## src/rtl/riscv_pkg.sv

```systemverilog
// rtl/riscv_pkg.sv - shared RV32 constants, opcodes and fetch buffer entry type
package riscv_pkg;

  localparam int unsigned XLEN = 32;

  localparam logic [XLEN-1:0] NOP_INSTR = 32'h0000_0013;

  localparam logic [6:0] OP_LOAD   = 7'h03;
  localparam logic [6:0] OP_IMM    = 7'h13;
  localparam logic [6:0] OP_AUIPC  = 7'h17;
  localparam logic [6:0] OP_STORE  = 7'h23;
  localparam logic [6:0] OP_REG    = 7'h33;
  localparam logic [6:0] OP_LUI    = 7'h37;
  localparam logic [6:0] OP_BRANCH = 7'h63;
  localparam logic [6:0] OP_JALR   = 7'h67;
  localparam logic [6:0] OP_JAL    = 7'h6F;
  localparam logic [6:0] OP_SYSTEM = 7'h73;

  typedef struct packed {
    logic [XLEN-1:0] pc;
    logic [XLEN-1:0] instr;
  } fetch_entry_t;

  function automatic logic [XLEN-1:0] pc_plus4(input logic [XLEN-1:0] pc);
    return pc + XLEN'(4);
  endfunction

  function automatic logic [XLEN-1:0] word_align(input logic [XLEN-1:0] addr);
    return addr & ~XLEN'(3);
  endfunction

endpackage

```

## src/rtl/fetch_fifo.sv

```systemverilog
// rtl/fetch_fifo.sv - synchronous {pc, instr} FIFO with flush, count and full/empty flags
module fetch_fifo
  import riscv_pkg::*;
#(
  parameter int unsigned DEPTH = 4
) (
  input  logic                   clk,
  input  logic                   rst,
  input  logic                   push,
  input  fetch_entry_t           push_data,
  input  logic                   pop,
  input  logic                   flush,
  output fetch_entry_t           head,
  output logic                   full,
  output logic                   empty,
  output logic [$clog2(DEPTH):0] count
);
  localparam int unsigned AW = $clog2(DEPTH);

  fetch_entry_t  mem_q [DEPTH];
  logic [AW-1:0] wr_ptr_q, rd_ptr_q;
  logic [AW:0]   count_q;
  logic          do_push, do_pop;

  assign empty   = (count_q == '0);
  assign full    = (count_q == (AW+1)'(DEPTH));
  assign count   = count_q;
  assign head    = mem_q[rd_ptr_q];
  assign do_pop  = pop && !empty;
  // A pop frees the slot in the same cycle, so push into a full FIFO is fine then.
  assign do_push = push && (!full || do_pop);

  always_ff @(posedge clk) begin
    if (do_push) begin
      mem_q[wr_ptr_q] <= push_data;
    end
  end

  always_ff @(posedge clk) begin
    if (rst || flush) begin
      wr_ptr_q <= '0;
      rd_ptr_q <= '0;
      count_q  <= '0;
    end else begin
      if (do_push) wr_ptr_q <= wr_ptr_q + AW'(1);
      if (do_pop)  rd_ptr_q <= rd_ptr_q + AW'(1);
      count_q <= count_q + (AW+1)'(do_push) - (AW+1)'(do_pop);
    end
  end

endmodule

```

## src/rtl/instr_fetch.sv

```systemverilog
// rtl/instr_fetch.sv - fetch stage: PC, credit-limited imem requests, response buffer to decode
module instr_fetch
  import riscv_pkg::*;
#(
  parameter logic [XLEN-1:0] RESET_PC = 32'h0000_0000,
  parameter int unsigned     DEPTH    = 4
) (
  input  logic            clk,
  input  logic            rst,
  output logic            imem_req_valid,
  input  logic            imem_req_ready,
  output logic [XLEN-1:0] imem_req_addr,
  input  logic            imem_rsp_valid,
  input  logic [XLEN-1:0] imem_rsp_data,
  input  logic            redirect_valid,
  input  logic [XLEN-1:0] redirect_pc,
  output logic            instr_valid,
  input  logic            instr_ready,
  output logic [XLEN-1:0] instr,
  output logic [XLEN-1:0] instr_pc
);
  localparam int unsigned CW = $clog2(DEPTH) + 1;

  logic [XLEN-1:0] pc_q, pc_d, rsp_pc_q, rsp_pc_d, last_pc_q, redirect_target;
  logic [CW-1:0]   in_flight_q, in_flight_d, drop_cnt_q, drop_cnt_d, fifo_count;
  logic [CW:0]     occupancy;
  logic            req_fire, rsp_fire, push, pop, fifo_full, fifo_empty;
  logic            unused_full;
  fetch_entry_t    push_entry, head_entry;

  // Credits: every outstanding request owns a FIFO slot, so the buffer can never overflow.
  assign occupancy      = {1'b0, in_flight_q} + {1'b0, fifo_count};
  assign imem_req_valid = !rst && (occupancy < (CW+1)'(DEPTH));
  assign imem_req_addr  = pc_q;
  assign req_fire       = imem_req_valid && imem_req_ready;
  assign rsp_fire       = imem_rsp_valid && (in_flight_q != '0);

  assign redirect_target = word_align(redirect_pc);
  assign push            = rsp_fire && !redirect_valid && (drop_cnt_q == '0);
  assign push_entry      = '{pc: rsp_pc_q, instr: imem_rsp_data};
  assign pop             = instr_valid && instr_ready;
  assign unused_full     = fifo_full;

  assign instr_valid = !fifo_empty;
  assign instr       = fifo_empty ? NOP_INSTR : head_entry.instr;
  assign instr_pc    = fifo_empty ? last_pc_q : head_entry.pc;

  always_comb begin
    in_flight_d = in_flight_q + CW'(req_fire) - CW'(rsp_fire);
    pc_d        = req_fire ? pc_plus4(pc_q) : pc_q;
    rsp_pc_d    = push ? pc_plus4(rsp_pc_q) : rsp_pc_q;
    drop_cnt_d  = drop_cnt_q;
    if (rsp_fire && (drop_cnt_q != '0)) drop_cnt_d = drop_cnt_q - CW'(1);
    // Everything still outstanding after this edge belongs to the old stream.
    if (redirect_valid) begin
      pc_d       = redirect_target;
      rsp_pc_d   = redirect_target;
      drop_cnt_d = in_flight_d;
    end
  end

  always_ff @(posedge clk) begin
    if (rst) begin
      pc_q        <= RESET_PC;
      rsp_pc_q    <= RESET_PC;
      in_flight_q <= '0;
      drop_cnt_q  <= '0;
      last_pc_q   <= '0;
    end else begin
      pc_q        <= pc_d;
      rsp_pc_q    <= rsp_pc_d;
      in_flight_q <= in_flight_d;
      drop_cnt_q  <= drop_cnt_d;
      last_pc_q   <= instr_pc;
    end
  end

  fetch_fifo #(.DEPTH(DEPTH)) u_fifo (
    .clk       (clk),
    .rst       (rst),
    .push      (push),
    .push_data (push_entry),
    .pop       (pop),
    .flush     (redirect_valid),
    .head      (head_entry),
    .full      (fifo_full),
    .empty     (fifo_empty),
    .count     (fifo_count)
  );

endmodule
```

## config.mk

```make
export PLATFORM = sky130hd
export DESIGN_NAME = instr_fetch
export DESIGN_NICKNAME = d
export VERILOG_FILES = /design/src/rtl/riscv_pkg.sv /design/src/rtl/fetch_fifo.sv /design/src/rtl/instr_fetch.sv
export SDC_FILE = /design/constraint.sdc
export NUM_CORES = 1
export LEC_CHECK = 0
export CAP_MARGIN = 30
export CELL_PAD_IN_SITES_DETAIL_PLACEMENT = 2
export CELL_PAD_IN_SITES_GLOBAL_PLACEMENT = 2
export CORE_MARGIN = 2
export CORE_UTILIZATION = 43
export CTS_BUF_LIST = sky130_fd_sc_hd__clkbuf_16
export CTS_CLUSTER_DIAMETER = 50
export DETAILED_ROUTE_END_ITERATION = 8
export MAX_ROUTING_LAYER = met4
export PLACE_DENSITY_LB_ADDON = 0.1
export SLEW_MARGIN = 20
export SYNTH_ARGS = -nofsm -noshare
export SYNTH_HDL_FRONTEND = slang
export SYNTH_SLANG_ARGS = --single-unit
```

## constraint.sdc

```tcl
create_clock -name clk -period 5.8 [get_ports clk]
set_input_delay 1.16 -clock clk [delete_from_list [all_inputs] [get_ports clk]]
set_output_delay 1.16 -clock clk [all_outputs]
set_load 0.1 [all_outputs]
```

==> impl_metrics.xml, run 1 <==
<?xml version="1.0" encoding="UTF-8"?>
<metrics>
  <group name="clocking">
    <metric name="postCtsHoldBufs" unit="">0</metric>
    <metric name="tritoncts" unit="">yes</metric>
    <metric name="cts_max_path_buffers" unit="">3</metric>
    <metric name="post_cts_resize_count" unit="">0</metric>
    <metric name="cts_root_buffer" unit="">sky130_fd_sc_hd__clkbuf_16</metric>
    <metric name="clkLatencyLatePin" unit="ps">540</metric>
    <metric name="cts.reportedPaths.clkPinSlew" unit="ps">60</metric>
    <metric name="cts-buffers-inserted" unit="">42</metric>
    <metric name="cts_sinks" unit="">355</metric>
    <metric name="clock_tree.htree_level_count" unit="">2</metric>
    <metric name="postCtsSetupRepairBufs" unit="">0</metric>
  </group>
  <group name="cells_and_area">
    <metric name="n_fill_cell" unit="">3053</metric>
    <metric name="drive_above_1_share" unit="">0.1346</metric>
    <metric name="areaGrowthSynthToFinish" unit="%">25.82</metric>
    <metric name="post_route_insts_no_fill" unit="">1690</metric>
    <metric name="finish.net_count" unit="">1294</metric>
  </group>
  <group name="worst_setup_path">
    <metric name="timing.critical_path.slowest_cell_delay" unit="ps">1160</metric>
    <metric name="cp.buffers_inverters" unit="">4</metric>
    <metric name="crit_path_end" unit="">instr_pc[13]</metric>
    <metric name="critPathTopFamily" unit="">buffers and inverters</metric>
    <metric name="worst-setup-path-type" unit="">flip-flop to output port</metric>
    <metric name="worst_setup_path_startpoint" unit="">u_fifo.count[1]</metric>
    <metric name="worst_path_depth" unit="">7</metric>
    <metric name="arrival" unit="ps">3580</metric>
    <metric name="timing.critical_path.cells" unit="">nor3_2, buf_4, inv_2, buf_4, nand2_1, nand2_1, clkdlybuf4s50_1</metric>
    <metric name="timing.rr.start" unit="">in_flight_q[1]</metric>
    <metric name="timing.critical_path.from_type" unit="">flip-flop</metric>
    <metric name="crit_path_end_kind" unit="">output port</metric>
    <metric name="worst-endpoint-required" unit="ps">4640</metric>
    <metric name="cp_max_fo" unit="">36</metric>
    <metric name="r2r.worst_path.cells" unit="">5</metric>
    <metric name="r2r_setup_slack" unit="ps">2380</metric>
    <metric name="rr_endpoint" unit="">u_fifo.mem_q[0][7]</metric>
    <metric name="crit_path_max_delay_cell_type" unit="">sky130_fd_sc_hd__clkdlybuf4s50_1</metric>
  </group>
  <group name="grt">
    <metric name="grt_first_pass_wirelength" unit="µm">65360</metric>
    <metric name="gr-total-overflow" unit="">0</metric>
    <metric name="gr-usage-all-layers" unit="">0.2510</metric>
    <metric name="via_count_of_the_first_global_routing_pass" unit="">10470</metric>
    <metric name="grt_antenna_before_repair" unit="">1</metric>
    <metric name="grt_max_degree" unit="">73</metric>
  </group>
  <group name="logic_synthesis">
    <metric name="postSynth.topFlopCell" unit="">sky130_fd_sc_hd__edfxtp_1</metric>
    <metric name="yosys.area.top_type_share" unit="">0.5127</metric>
    <metric name="synth-warning-count" unit="">0</metric>
    <metric name="yosys_register_bits" unit="">355</metric>
    <metric name="synth.yosys.seq_area_share" unit="">0.6602</metric>
    <metric name="async_reset_ff_frac" unit="">0</metric>
    <metric name="synth_area_leader_cell" unit="">sky130_fd_sc_hd__edfxtp_1</metric>
    <metric name="synth.avg_cell_area" unit="µm²">14.10</metric>
    <metric name="synth_edf_count" unit="">248</metric>
    <metric name="netlist_area" unit="µm²">14530</metric>
    <metric name="post_synth_inst_count" unit="">1030</metric>
    <metric name="ys_types" unit="">53</metric>
    <metric name="post_synth_main_area_contributors" unit="">sky130_fd_sc_hd__edfxtp_1 51%, sky130_fd_sc_hd__dfxtp_1 15%, sky130_fd_sc_hd__mux4_2 9.6%</metric>
  </group>
  <group name="min_path">
    <metric name="hold_path.class" unit="">flip-flop to flip-flop</metric>
    <metric name="holdCritStartpoint" unit="">drop_cnt_q[1]</metric>
  </group>
  <group name="placement">
    <metric name="detailed_place_hpwl" unit="µm">27530</metric>
    <metric name="port_buffers" unit="">163</metric>
    <metric name="placed_cells" unit="">1610</metric>
    <metric name="gp_congestion" unit="">0.7936</metric>
  </group>
  <group name="detailed_routing">
    <metric name="detailedRoute.firstIterationViolations" unit="">491</metric>
    <metric name="drt-pass1-iter-count" unit="">4</metric>
    <metric name="remaining_drc_errors" unit="">0</metric>
    <metric name="routed_via_density" unit="">5.499</metric>
    <metric name="avgRoutedWirePerCell" unit="µm">24.92</metric>
    <metric name="route.antenna.remaining_nets" unit="">0</metric>
    <metric name="drt-total-wl" unit="µm">42110</metric>
    <metric name="dr_total_vias" unit="">9293</metric>
  </group>
  <group name="timing">
    <metric name="fin_setup_tns" unit="ps">0</metric>
    <metric name="grt_setup_unrepaired" unit="">no</metric>
    <metric name="max-slew-margin-rel" unit="">0.2966</metric>
    <metric name="setup_viol" unit="">0</metric>
    <metric name="timing_hold_violations_final" unit="">0</metric>
    <metric name="timing.fmax" unit="MHz">211.1</metric>
    <metric name="whs" unit="ps">548.5</metric>
    <metric name="final.setup_skew" unit="ps">29.79</metric>
    <metric name="fin_crit_sh" unit="">0.8169</metric>
    <metric name="timing.final.max_slew_violations" unit="">0</metric>
    <metric name="worstMarginPinSlew" unit="ps">1052</metric>
    <metric name="finalCriticalPeriod" unit="ps">4738</metric>
  </group>
  <group name="floorplan">
    <metric name="die_h" unit="µm">187.8</metric>
    <metric name="floorplan.initialDensity" unit="">0.4353</metric>
    <metric name="row_count" unit="">67</metric>
    <metric name="floorplan.core_area" unit="µm²">33360</metric>
    <metric name="io-pin-count" unit="">168</metric>
    <metric name="die_x" unit="µm">187.8</metric>
    <metric name="die_area" unit="µm²">35270</metric>
  </group>
  <group name="pwr">
    <metric name="power_density" unit="nW/µm²">400.6</metric>
    <metric name="irDropWorstVdd" unit="V">0.0002080</metric>
    <metric name="leakage" unit="nW">6.171</metric>
  </group>
  <group name="job">
    <metric name="timing.max_cap.violations" unit="">0</metric>
  </group>
  <group name="run_status">
    <metric name="status" unit="">completed</metric>
  </group>
</metrics>
registers in the layout, summed over array words and instances (netlist names), named ones only:
register,cells
drop_cnt_q,3
u_fifo.wr_ptr_q,2
u_fifo.rd_ptr_q,2
u_fifo.count,3
u_fifo.mem_q,248
last_pc_q,32
rsp_pc_q,30
imem_req_addr,30
in_flight_q,3
power breakdown:
part           internal, mW  switching (mW)  total [mW]
Clock                  1.54            1.06        2.61
Sequential             2.87           0.122        2.99
Combinational         0.501            1.22        1.72
through the flow:
step | cell area [µm²] | power (mW) | setup WS (ps) | util
2_1_floorplan | 14530 | 4.203 | 1820 | -
3_3_place_gp | 16700 | 4.636 | 1189 | 0.5005
3_5_place_dp | 16840 | 4.758 | 1119 | 0.5047
4_1_cts | 18220 | 7.381 | 996.6 | 0.5461
5_1_grt | 18280 | 7.574 | 917.7 | 0.5478
6_report | 18280 | 7.322 | 1062 | 0.5478
metal layers:
layer  GRT usage  vias to the layer above  share of wire
met5           -                        -              0
met4     0.06118                        0          0.018
met3     0.03331                       55          0.042
met2      0.4379                      261           0.52
met1      0.3111                     4800           0.42
li1            -                     4177              -
cell usage in the layout, fill, tap and decap left out, drive strengths merged, types with 5 or more instances in the layout:
cell type / synthesis / final
buf: 15 / 24
clkbuf: 37 / 45
nand3: 21 / 21
xnor2: 34 / 34
dfxtp: 107 / 107
nand2: 126 / 126
mux4: 62 / 62
clkdlybuf4s50: 0 / 161
nand4: 21 / 21
inv: 39 / 53
a21boi: 35 / 35
xor2: 20 / 20
and2: 39 / 39
clkinv: 1 / 11
nor2: 28 / 28
nor2b: 33 / 33
clkinvlp: 0 / 5
nor4: 17 / 17
or2: 9 / 9
nor3: 17 / 17
and3: 9 / 9
a21oi: 32 / 32
and4: 8 / 8
edfxtp: 248 / 248
o22ai: 5 / 5
o31a: 8 / 8
ha: 14 / 14
cell usage after synthesis, types with 5 or more instances:
cell type                  number
sky130_fd_sc_hd__a21boi_0      35
sky130_fd_sc_hd__a21oi_1       32
sky130_fd_sc_hd__and2_1        39
sky130_fd_sc_hd__and3_1         9
sky130_fd_sc_hd__and4_1         8
sky130_fd_sc_hd__buf_1          6
sky130_fd_sc_hd__buf_2          7
sky130_fd_sc_hd__clkbuf_1      37
sky130_fd_sc_hd__dfxtp_1      107
sky130_fd_sc_hd__edfxtp_1     248
sky130_fd_sc_hd__ha_1          14
sky130_fd_sc_hd__inv_1         38
sky130_fd_sc_hd__mux4_2        62
sky130_fd_sc_hd__nand2_1      126
sky130_fd_sc_hd__nand3_1       21
sky130_fd_sc_hd__nand4_1       21
sky130_fd_sc_hd__nor2_1        28
sky130_fd_sc_hd__nor2b_1       33
sky130_fd_sc_hd__nor3_1        17
sky130_fd_sc_hd__nor4_1        17
sky130_fd_sc_hd__o22ai_1        5
sky130_fd_sc_hd__o31a_1         8
sky130_fd_sc_hd__or2_2          9
sky130_fd_sc_hd__xnor2_1       34
sky130_fd_sc_hd__xor2_1        20
cell families after synthesis:
| group | after synthesis | synth area share |
|---|---|---|
| buffers and inverters | 92 | 0.02489 |
| DFF | 355 | 0.6602 |
| xor gates and xnor gates | 54 | 0.03256 |
| muxes | 65 | 0.09820 |
| AOI/OAI and AO/OA | 107 | 0.05005 |
| other | 1 | 0.0002582 |
| adders and majority gates | 16 | 0.01482 |
| and+or+nand+nor | 340 | 0.1190 |
worst register-to-register path: cells and delay by family, from the launching register on:
kind	cells	cell delay [ps]
AOI/OAI and AO/OA	1	280
buffers and inverters	1	350
DFF	1	450
and+or+nand+nor	3	1970
how the worst min path moves through the flow:
stage | endpoint | slack (ps) | cells after the start
finish | drop_cnt_q[1] | 550 | 2
global route | u_fifo.mem_q[1][63] | 560 | 0
floorplan | flip-flop | 480 | 2
CTS | u_fifo.mem_q[1][63] | 540 | 0
detailed placement | flip-flop | 540 | 2
global placement | drop_cnt_q[1] | 520 | 2
cell type report:
| type | instances | area, µm² | share of cell area |
|---|---|---|---|
| Antenna cell | 1 | 2.502 | 0.0001369 |
| Clock buffer | 45 | 1126 | 0.06161 |
| Clock inverter | 32 | 252.7 | 0.01383 |
| Inverter | 40 | 150.1 | 0.008215 |
| Multi-Input combinational cell | 584 | 4588 | 0.2510 |
| Sequential cell | 355 | 9594 | 0.5250 |
| Tap cell | 448 | 560.5 | 0.03067 |
| Timing Repair Buffer | 185 | 2002 | 0.1095 |
(Power assumes the default switching activity.)
==> run 2, diff against run 1 <==
CORE_UTILIZATION = 36   (was 43)
clock period = 4.34 ns   (was 5.8 ns; I/O delays follow)
==> run 2 against run 1 <==
First-iteration DRC count down 30%. Setup slack got worse by 200 ps. Via count is 1.8% lower. Global-route usage shrank 4.8 points. Die area up 19%. Power rose by 34%. Sequential power grew 33%. Critical path type unchanged. Critical endpoint is now instr[4]. Largest cell class unchanged. Largest power group unchanged.
==> impl_metrics.xml, run 2 (synthesized netlist as in run 1, its figures left out) <==
<?xml version="1.0" encoding="UTF-8"?>
<metrics>
  <group name="grt">
    <metric name="via_count_of_the_first_global_routing_pass" unit="">10140</metric>
    <metric name="grt_max_degree" unit="">54</metric>
    <metric name="gr-total-overflow" unit="">0</metric>
    <metric name="grt_antenna_before_repair" unit="">0</metric>
    <metric name="grt_first_pass_wirelength" unit="µm">61850</metric>
    <metric name="gr-usage-all-layers" unit="">0.2028</metric>
  </group>
  <group name="clocking">
    <metric name="cts_max_path_buffers" unit="">3</metric>
    <metric name="clkLatencyLatePin" unit="ps">570</metric>
    <metric name="cts.reportedPaths.clkPinSlew" unit="ps">60</metric>
    <metric name="postCtsSetupRepairBufs" unit="">0</metric>
    <metric name="cts_sinks" unit="">355</metric>
    <metric name="clock_tree.htree_level_count" unit="">2</metric>
    <metric name="cts_root_buffer" unit="">sky130_fd_sc_hd__clkbuf_16</metric>
    <metric name="postCtsHoldBufs" unit="">0</metric>
    <metric name="tritoncts" unit="">yes</metric>
    <metric name="cts-buffers-inserted" unit="">45</metric>
    <metric name="post_cts_resize_count" unit="">0</metric>
  </group>
  <group name="min_path">
    <metric name="holdCritStartpoint" unit="">u_fifo.rd_ptr_q[0]</metric>
    <metric name="hold_path.class" unit="">flip-flop to flip-flop</metric>
    <metric name="hold_path_end" unit="">u_fifo.rd_ptr_q[0]</metric>
    <metric name="whs_path_depth" unit="">2</metric>
  </group>
  <group name="pwr">
    <metric name="leakage" unit="nW">6.292</metric>
    <metric name="internal_portion_of_total_power" unit="mW">6.548</metric>
    <metric name="power.share.combinational" unit="">0.222</metric>
    <metric name="power_density" unit="nW/µm²">541.3</metric>
    <metric name="switching_share" unit="">0.3333</metric>
    <metric name="clockPowerShare" unit="">0.372</metric>
    <metric name="power.net_switching" unit="mW">3.273</metric>
    <metric name="proportion_of_power_drawn_by_flip_flops_and_latches" unit="">0.406</metric>
    <metric name="fin_total_pwr" unit="mW">9.821</metric>
    <metric name="irDropWorstVdd" unit="V">0.0002655</metric>
  </group>
  <group name="worst_setup_path">
    <metric name="worst-setup-path-type" unit="">flip-flop to output port</metric>
    <metric name="cp_max_fo" unit="">33</metric>
    <metric name="timing.rr.start" unit="">u_fifo.count[1]</metric>
    <metric name="arrival" unit="ps">2610</metric>
    <metric name="timing.critical_path.from_type" unit="">flip-flop</metric>
    <metric name="crit_path_end_kind" unit="">output port</metric>
    <metric name="r2r_setup_slack" unit="ps">1250</metric>
    <metric name="rr_endpoint" unit="">imem_req_addr[28]</metric>
    <metric name="worst-endpoint-required" unit="ps">3470</metric>
    <metric name="r2r.worst_path.cells" unit="">6</metric>
  </group>
  <group name="timing">
    <metric name="timing_hold_violations_final" unit="">0</metric>
    <metric name="final.setup_skew" unit="ps">21.51</metric>
    <metric name="fin_crit_sh" unit="">0.8004</metric>
    <metric name="setup_viol" unit="">0</metric>
    <metric name="worstMarginPinSlew" unit="ps">999.5</metric>
    <metric name="timing.final.max_slew_violations" unit="">0</metric>
    <metric name="grt_setup_unrepaired" unit="">no</metric>
    <metric name="final_critical_path_setup_slack" unit="ps">866.1</metric>
    <metric name="timing.fmax" unit="MHz">287.9</metric>
    <metric name="finalCriticalPeriod" unit="ps">3474</metric>
    <metric name="fin_setup_tns" unit="ps">0</metric>
    <metric name="max-slew-margin-rel" unit="">0.3316</metric>
    <metric name="whs" unit="ps">544.7</metric>
  </group>
  <group name="placement">
    <metric name="placed_area" unit="µm²">16680</metric>
    <metric name="gp_congestion" unit="">0.7788</metric>
    <metric name="pre_cts_ws" unit="ps">773.9</metric>
    <metric name="port_buffers" unit="">163</metric>
    <metric name="placed_cells" unit="">1692</metric>
    <metric name="detailed_place_hpwl" unit="µm">26010</metric>
  </group>
  <group name="detailed_routing">
    <metric name="dr.max_layer_used" unit="">met4</metric>
    <metric name="met3_wirelength" unit="µm">1599</metric>
    <metric name="routed_met1_length" unit="µm">18090</metric>
    <metric name="drt-total-wl" unit="µm">40590</metric>
    <metric name="avgRoutedWirePerCell" unit="µm">22.85</metric>
    <metric name="remaining_drc_errors" unit="">0</metric>
    <metric name="route.antenna.remaining_nets" unit="">0</metric>
    <metric name="detailedRoute.firstIterationViolations" unit="">343</metric>
    <metric name="routed_via_density" unit="">5.141</metric>
    <metric name="dr_total_vias" unit="">9130</metric>
    <metric name="wl_met2" unit="µm">20020</metric>
    <metric name="drt-pass1-iter-count" unit="">4</metric>
  </group>
  <group name="floorplan">
    <metric name="floorplan.core_area" unit="µm²">39820</metric>
    <metric name="io-pin-count" unit="">168</metric>
    <metric name="floorplan.initialDensity" unit="">0.3647</metric>
    <metric name="die_area" unit="µm²">41970</metric>
    <metric name="row_count" unit="">73</metric>
    <metric name="die_x" unit="µm">204.9</metric>
    <metric name="die_h" unit="µm">204.9</metric>
  </group>
  <group name="cells_and_area">
    <metric name="drive_above_1_share" unit="">0.1934</metric>
    <metric name="diodes" unit="">0</metric>
    <metric name="n_fill_cell" unit="">3939</metric>
    <metric name="areaGrowthSynthToFinish" unit="%">24.92</metric>
    <metric name="area_of_the_multi_input_gates" unit="µm²">4588</metric>
    <metric name="final_common_cell" unit="">sky130_fd_sc_hd__edfxtp_1</metric>
    <metric name="final_design_area_no_fill" unit="µm²">18140</metric>
    <metric name="most-common-layout-cells" unit="">248 x sky130_fd_sc_hd__edfxtp_1, 126 x sky130_fd_sc_hd__nand2_1, 105 x sky130_fd_sc_hd__dfxtp_1, 96 x sky130_fd_sc_hd__clkdlybuf4s50_1, 88 x sky130_fd_sc_hd__buf_4</metric>
    <metric name="finish.net_count" unit="">1300</metric>
    <metric name="post_route_insts_no_fill" unit="">1776</metric>
    <metric name="finish.utilization" unit="">0.4556</metric>
    <metric name="largest_register_ffs" unit="">248</metric>
    <metric name="layout.area.seq" unit="µm²">9594</metric>
    <metric name="top_register" unit="">u_fifo.mem_q</metric>
    <metric name="top_regs" unit="">u_fifo.mem_q: 248 flops, last_pc_q: 32 flops</metric>
  </group>
  <group name="run_status">
    <metric name="status" unit="">completed</metric>
  </group>
  <group name="job">
    <metric name="timing.max_cap.violations" unit="">0</metric>
  </group>
</metrics>
==> run 2: area by class of cell <==
cell class,instances,share of cell area
sequential,355,0.5288
multi-input combinational,584,0.2529
clock inverter,38,0.01751
tap,525,0.03620
clock buffer,46,0.06344
inverter,40,0.008275
timing repair buffer,188,0.09295
==> run 2: worst max path at each step <==
stage                                    end      startpoint  depth (start not counted)  slack, ps
after floorplan           u_fifo.mem_q[1][0]  imem_rsp_valid                          5        650
after global placement     imem_req_addr[28]  imem_req_ready                          6        840
after detailed placement   imem_req_addr[28]  imem_req_ready                          6        770
after CTS                           instr[4]       flip-flop                          4        780
after global routing            instr_pc[17]       flip-flop                          5        700
final                               instr[4]       flip-flop                          4        870
==> run 2: per-layer routing <==
metal | track usage | up-vias
met2 | 0.3353 | 196
li1 | - | 4183
met4 | 0.05987 | 0
met1 | 0.2584 | 4693
met3 | 0.03213 | 58
met5 | - | -
==> run 2: critical path, cell delays in order (launching register included) <==
cell	delay, ps
sky130_fd_sc_hd__dfxtp_4	620
sky130_fd_sc_hd__buf_12	330
sky130_fd_sc_hd__mux4_2	530
sky130_fd_sc_hd__or2_2	280
sky130_fd_sc_hd__buf_4	230
==> run 2: power by group through the flow <==
stage                     sequential, mW  combinational [mW]  clock (mW)
final                               3.99                2.18        3.65
after CTS                           3.99                2.22        3.75
after global routing                4.02                2.32        3.88
after floorplan                     4.14                1.47           0
after global placement              4.04                2.18           0
after detailed placement            4.06                2.21           0
==> run 3, diff against run 2 <==
clock period = 3 ns   (was 4.34 ns; I/O delays follow)
==> run 3 against run 2 <==
Via count grew 1.3%. Clock power grew 46%. Combinational power grew 71%. Die area is the same. Register-to-register slack lost 1000 ps. Count of clock-buffer cells in the layout is the same. Flip-flop and latch count is the same. Cell count grew 1.1%. Global-route usage grew 0.51 points. Hold slack lost 12 ps. Wire length grew 0.92%. First-iteration DRC count shrank 7.3%.
==> impl_metrics.xml, run 3 (synthesized netlist as in run 1, its figures left out) <==
<?xml version="1.0" encoding="UTF-8"?>
<metrics>
  <group name="run_status">
    <metric name="status" unit="">completed</metric>
  </group>
  <group name="clocking">
    <metric name="tritoncts" unit="">yes</metric>
    <metric name="cts_root_buffer" unit="">sky130_fd_sc_hd__clkbuf_16</metric>
    <metric name="clkLatencyLatePin" unit="ps">590</metric>
    <metric name="cts_max_path_buffers" unit="">3</metric>
    <metric name="clock_tree.htree_level_count" unit="">2</metric>
    <metric name="cts-buffers-inserted" unit="">45</metric>
    <metric name="cts.reportedPaths.clkPinSlew" unit="ps">60</metric>
    <metric name="cts_sinks" unit="">355</metric>
  </group>
  <group name="cells_and_area">
    <metric name="top_regs" unit="">u_fifo.mem_q: 248 flops, last_pc_q: 32 flops</metric>
    <metric name="largest_register_ffs" unit="">248</metric>
    <metric name="n_fill_cell" unit="">3803</metric>
    <metric name="areaGrowthSynthToFinish" unit="%">32.10</metric>
    <metric name="most-common-layout-cells" unit="">248 x sky130_fd_sc_hd__edfxtp_1, 126 x sky130_fd_sc_hd__nand2_1, 102 x sky130_fd_sc_hd__dfxtp_1, 78 x sky130_fd_sc_hd__buf_12, 66 x sky130_fd_sc_hd__clkdlybuf4s50_1</metric>
    <metric name="finish.net_count" unit="">1319</metric>
    <metric name="drive_above_1_share" unit="">0.2346</metric>
    <metric name="top_register" unit="">u_fifo.mem_q</metric>
    <metric name="diodes" unit="">0</metric>
    <metric name="final_common_cell" unit="">sky130_fd_sc_hd__edfxtp_1</metric>
    <metric name="post_route_insts_no_fill" unit="">1795</metric>
    <metric name="final_design_area_no_fill" unit="µm²">19190</metric>
  </group>
  <group name="floorplan">
    <metric name="floorplan.initialDensity" unit="">0.3647</metric>
    <metric name="die_h" unit="µm">204.9</metric>
    <metric name="die_area" unit="µm²">41970</metric>
    <metric name="io-pin-count" unit="">168</metric>
    <metric name="row_count" unit="">73</metric>
    <metric name="die_x" unit="µm">204.9</metric>
    <metric name="floorplan.core_area" unit="µm²">39820</metric>
  </group>
  <group name="placement">
    <metric name="gp_congestion" unit="">0.7807</metric>
    <metric name="detailed_place_hpwl" unit="µm">27290</metric>
    <metric name="placed_cells" unit="">1711</metric>
    <metric name="port_buffers" unit="">163</metric>
    <metric name="placed_area" unit="µm²">17690</metric>
  </group>
  <group name="pwr">
    <metric name="power_density" unit="nW/µm²">772.3</metric>
    <metric name="irDropWorstVdd" unit="V">0.0003756</metric>
    <metric name="leakage" unit="nW">6.658</metric>
  </group>
  <group name="worst_setup_path">
    <metric name="crit_path_end_kind" unit="">output port</metric>
    <metric name="timing.critical_path.slowest_cell_delay" unit="ps">520</metric>
    <metric name="critical_path.most_common_cell" unit="">sky130_fd_sc_hd__buf_12</metric>
    <metric name="cp_max_fo" unit="">30</metric>
    <metric name="crit_path_max_delay_cell_type" unit="">sky130_fd_sc_hd__mux4_2</metric>
    <metric name="cp.buffers_inverters" unit="">2</metric>
    <metric name="timing.critical_path.cells" unit="">buf_12, mux4_2, or2_2, buf_12</metric>
    <metric name="critPathTopFamily" unit="">multiplexers</metric>
    <metric name="worst-setup-path-type" unit="">flip-flop to output port</metric>
    <metric name="timing.critical_path.from_type" unit="">flip-flop</metric>
    <metric name="timing.rr.start" unit="">in_flight_q[2]</metric>
    <metric name="worst-endpoint-required" unit="ps">2400</metric>
    <metric name="arrival" unit="ps">2250</metric>
  </group>
  <group name="detailed_routing">
    <metric name="dr_total_vias" unit="">9250</metric>
    <metric name="drt-total-wl" unit="µm">40960</metric>
    <metric name="routed_via_density" unit="">5.153</metric>
    <metric name="remaining_drc_errors" unit="">0</metric>
    <metric name="route.antenna.remaining_nets" unit="">0</metric>
    <metric name="avgRoutedWirePerCell" unit="µm">22.82</metric>
    <metric name="drt-pass1-iter-count" unit="">6</metric>
    <metric name="detailedRoute.firstIterationViolations" unit="">318</metric>
  </group>
  <group name="grt">
    <metric name="gr-usage-all-layers" unit="">0.2079</metric>
    <metric name="grt_max_degree" unit="">63</metric>
    <metric name="grt_first_pass_wirelength" unit="µm">63490</metric>
    <metric name="grt_antenna_before_repair" unit="">0</metric>
    <metric name="gr-total-overflow" unit="">0</metric>
    <metric name="via_count_of_the_first_global_routing_pass" unit="">10350</metric>
  </group>
  <group name="timing">
    <metric name="setup_viol" unit="">0</metric>
    <metric name="finalCriticalPeriod" unit="ps">2845</metric>
    <metric name="timing.final.max_slew_violations" unit="">0</metric>
    <metric name="final.setup_skew" unit="ps">24.88</metric>
    <metric name="timing_hold_violations_final" unit="">0</metric>
    <metric name="timing.fmax" unit="MHz">351.5</metric>
    <metric name="max-slew-margin-rel" unit="">0.5875</metric>
    <metric name="worstMarginPinSlew" unit="ps">618.7</metric>
    <metric name="grt_setup_unrepaired" unit="">no</metric>
    <metric name="fin_crit_sh" unit="">0.9484</metric>
  </group>
  <group name="job">
    <metric name="timing.max_cap.violations" unit="">0</metric>
  </group>
  <group name="min_path">
    <metric name="holdCritStartpoint" unit="">u_fifo.rd_ptr_q[1]</metric>
    <metric name="hold_path.class" unit="">flip-flop to flip-flop</metric>
  </group>
</metrics>
[run 3: final cells by class]
cell class	count	area [µm²]	area share
Inverter	40	150.1	0.007825
Multi-Input combinational cell	584	4594	0.2394
Tap cell	525	656.9	0.03423
Clock inverter	38	334.1	0.01741
Sequential cell	355	9598	0.5002
Timing Repair Buffer	207	2704	0.1409
Clock buffer	46	1151	0.05999
[run 3: per-layer routing]
layer | vias to the layer above | wire length (µm) | GRT usage | share of wire
met4 | 0 | 733 | 0.05730 | 0.018
met2 | 199 | 20920 | 0.3586 | 0.51
met5 | - | 0 | - | 0
li1 | 4229 | - | - | -
met1 | 4771 | 17960 | 0.2572 | 0.44
met3 | 51 | 1343 | 0.02736 | 0.033
[run 3: final timing paths]
kind,end,slack [ps],cells after the start
max,instr[4],150,4
min,u_fifo.rd_ptr_q[1],530,2
max reg2reg,drop_cnt_q[2],250,13
min reg2reg,u_fifo.rd_ptr_q[1],530,2
[run 3: stage by stage]
| stage | setup slack, ps | power (mW) | setup TNS [ps] | utilization | hold WS, ps |
|---|---|---|---|---|---|
| 2_1_floorplan | 5.255 | 8.124 | 0 | - | 484.7 |
| 3_3_place_gp | 46.95 | 9.543 | 0 | 0.4443 | 514.8 |
| 3_5_place_dp | -51.37 | 9.631 | -51.37 | 0.4443 | 530.2 |
| 4_1_cts | 4.961 | 15.03 | 0 | 0.4816 | 543.0 |
| 5_1_grt | 52.36 | 15.41 | 0 | 0.4818 | 573.6 |
| 6_report | 154.9 | 14.82 | 0 | 0.4818 | 532.6 |
[run 3: power breakdown]
group	switching (mW)	total [mW]	leakage [nW]	internal, mW
Sequential	0.201	5.75	3.14	5.55
Clock	2.23	5.33	0.732	3.11
Combinational	2.44	3.73	2.79	1.29
[run 3: worst register-to-register path: cells and delay by family (launching register included)]
| family | cells | cell delay, ps |
|---|---|---|
| xor gates and xnor gates | 2 | 300 |
| AOI/OAI and AO/OA | 1 | 220 |
| buffers and inverters | 4 | 380 |
| adders and majority gates | 4 | 1000 |
| DFF | 1 | 330 |
| and+or+nand+nor | 2 | 440 |
[run 3: what timing repair did]
item | 4_1_cts | 5_1_grt
hold buffers | 0 | 0
setup endpoints to repair | 0 | 5
gates resized for setup | 0 | 3
hold endpoints to repair | 0 | 0
setup buffers | 0 | 0
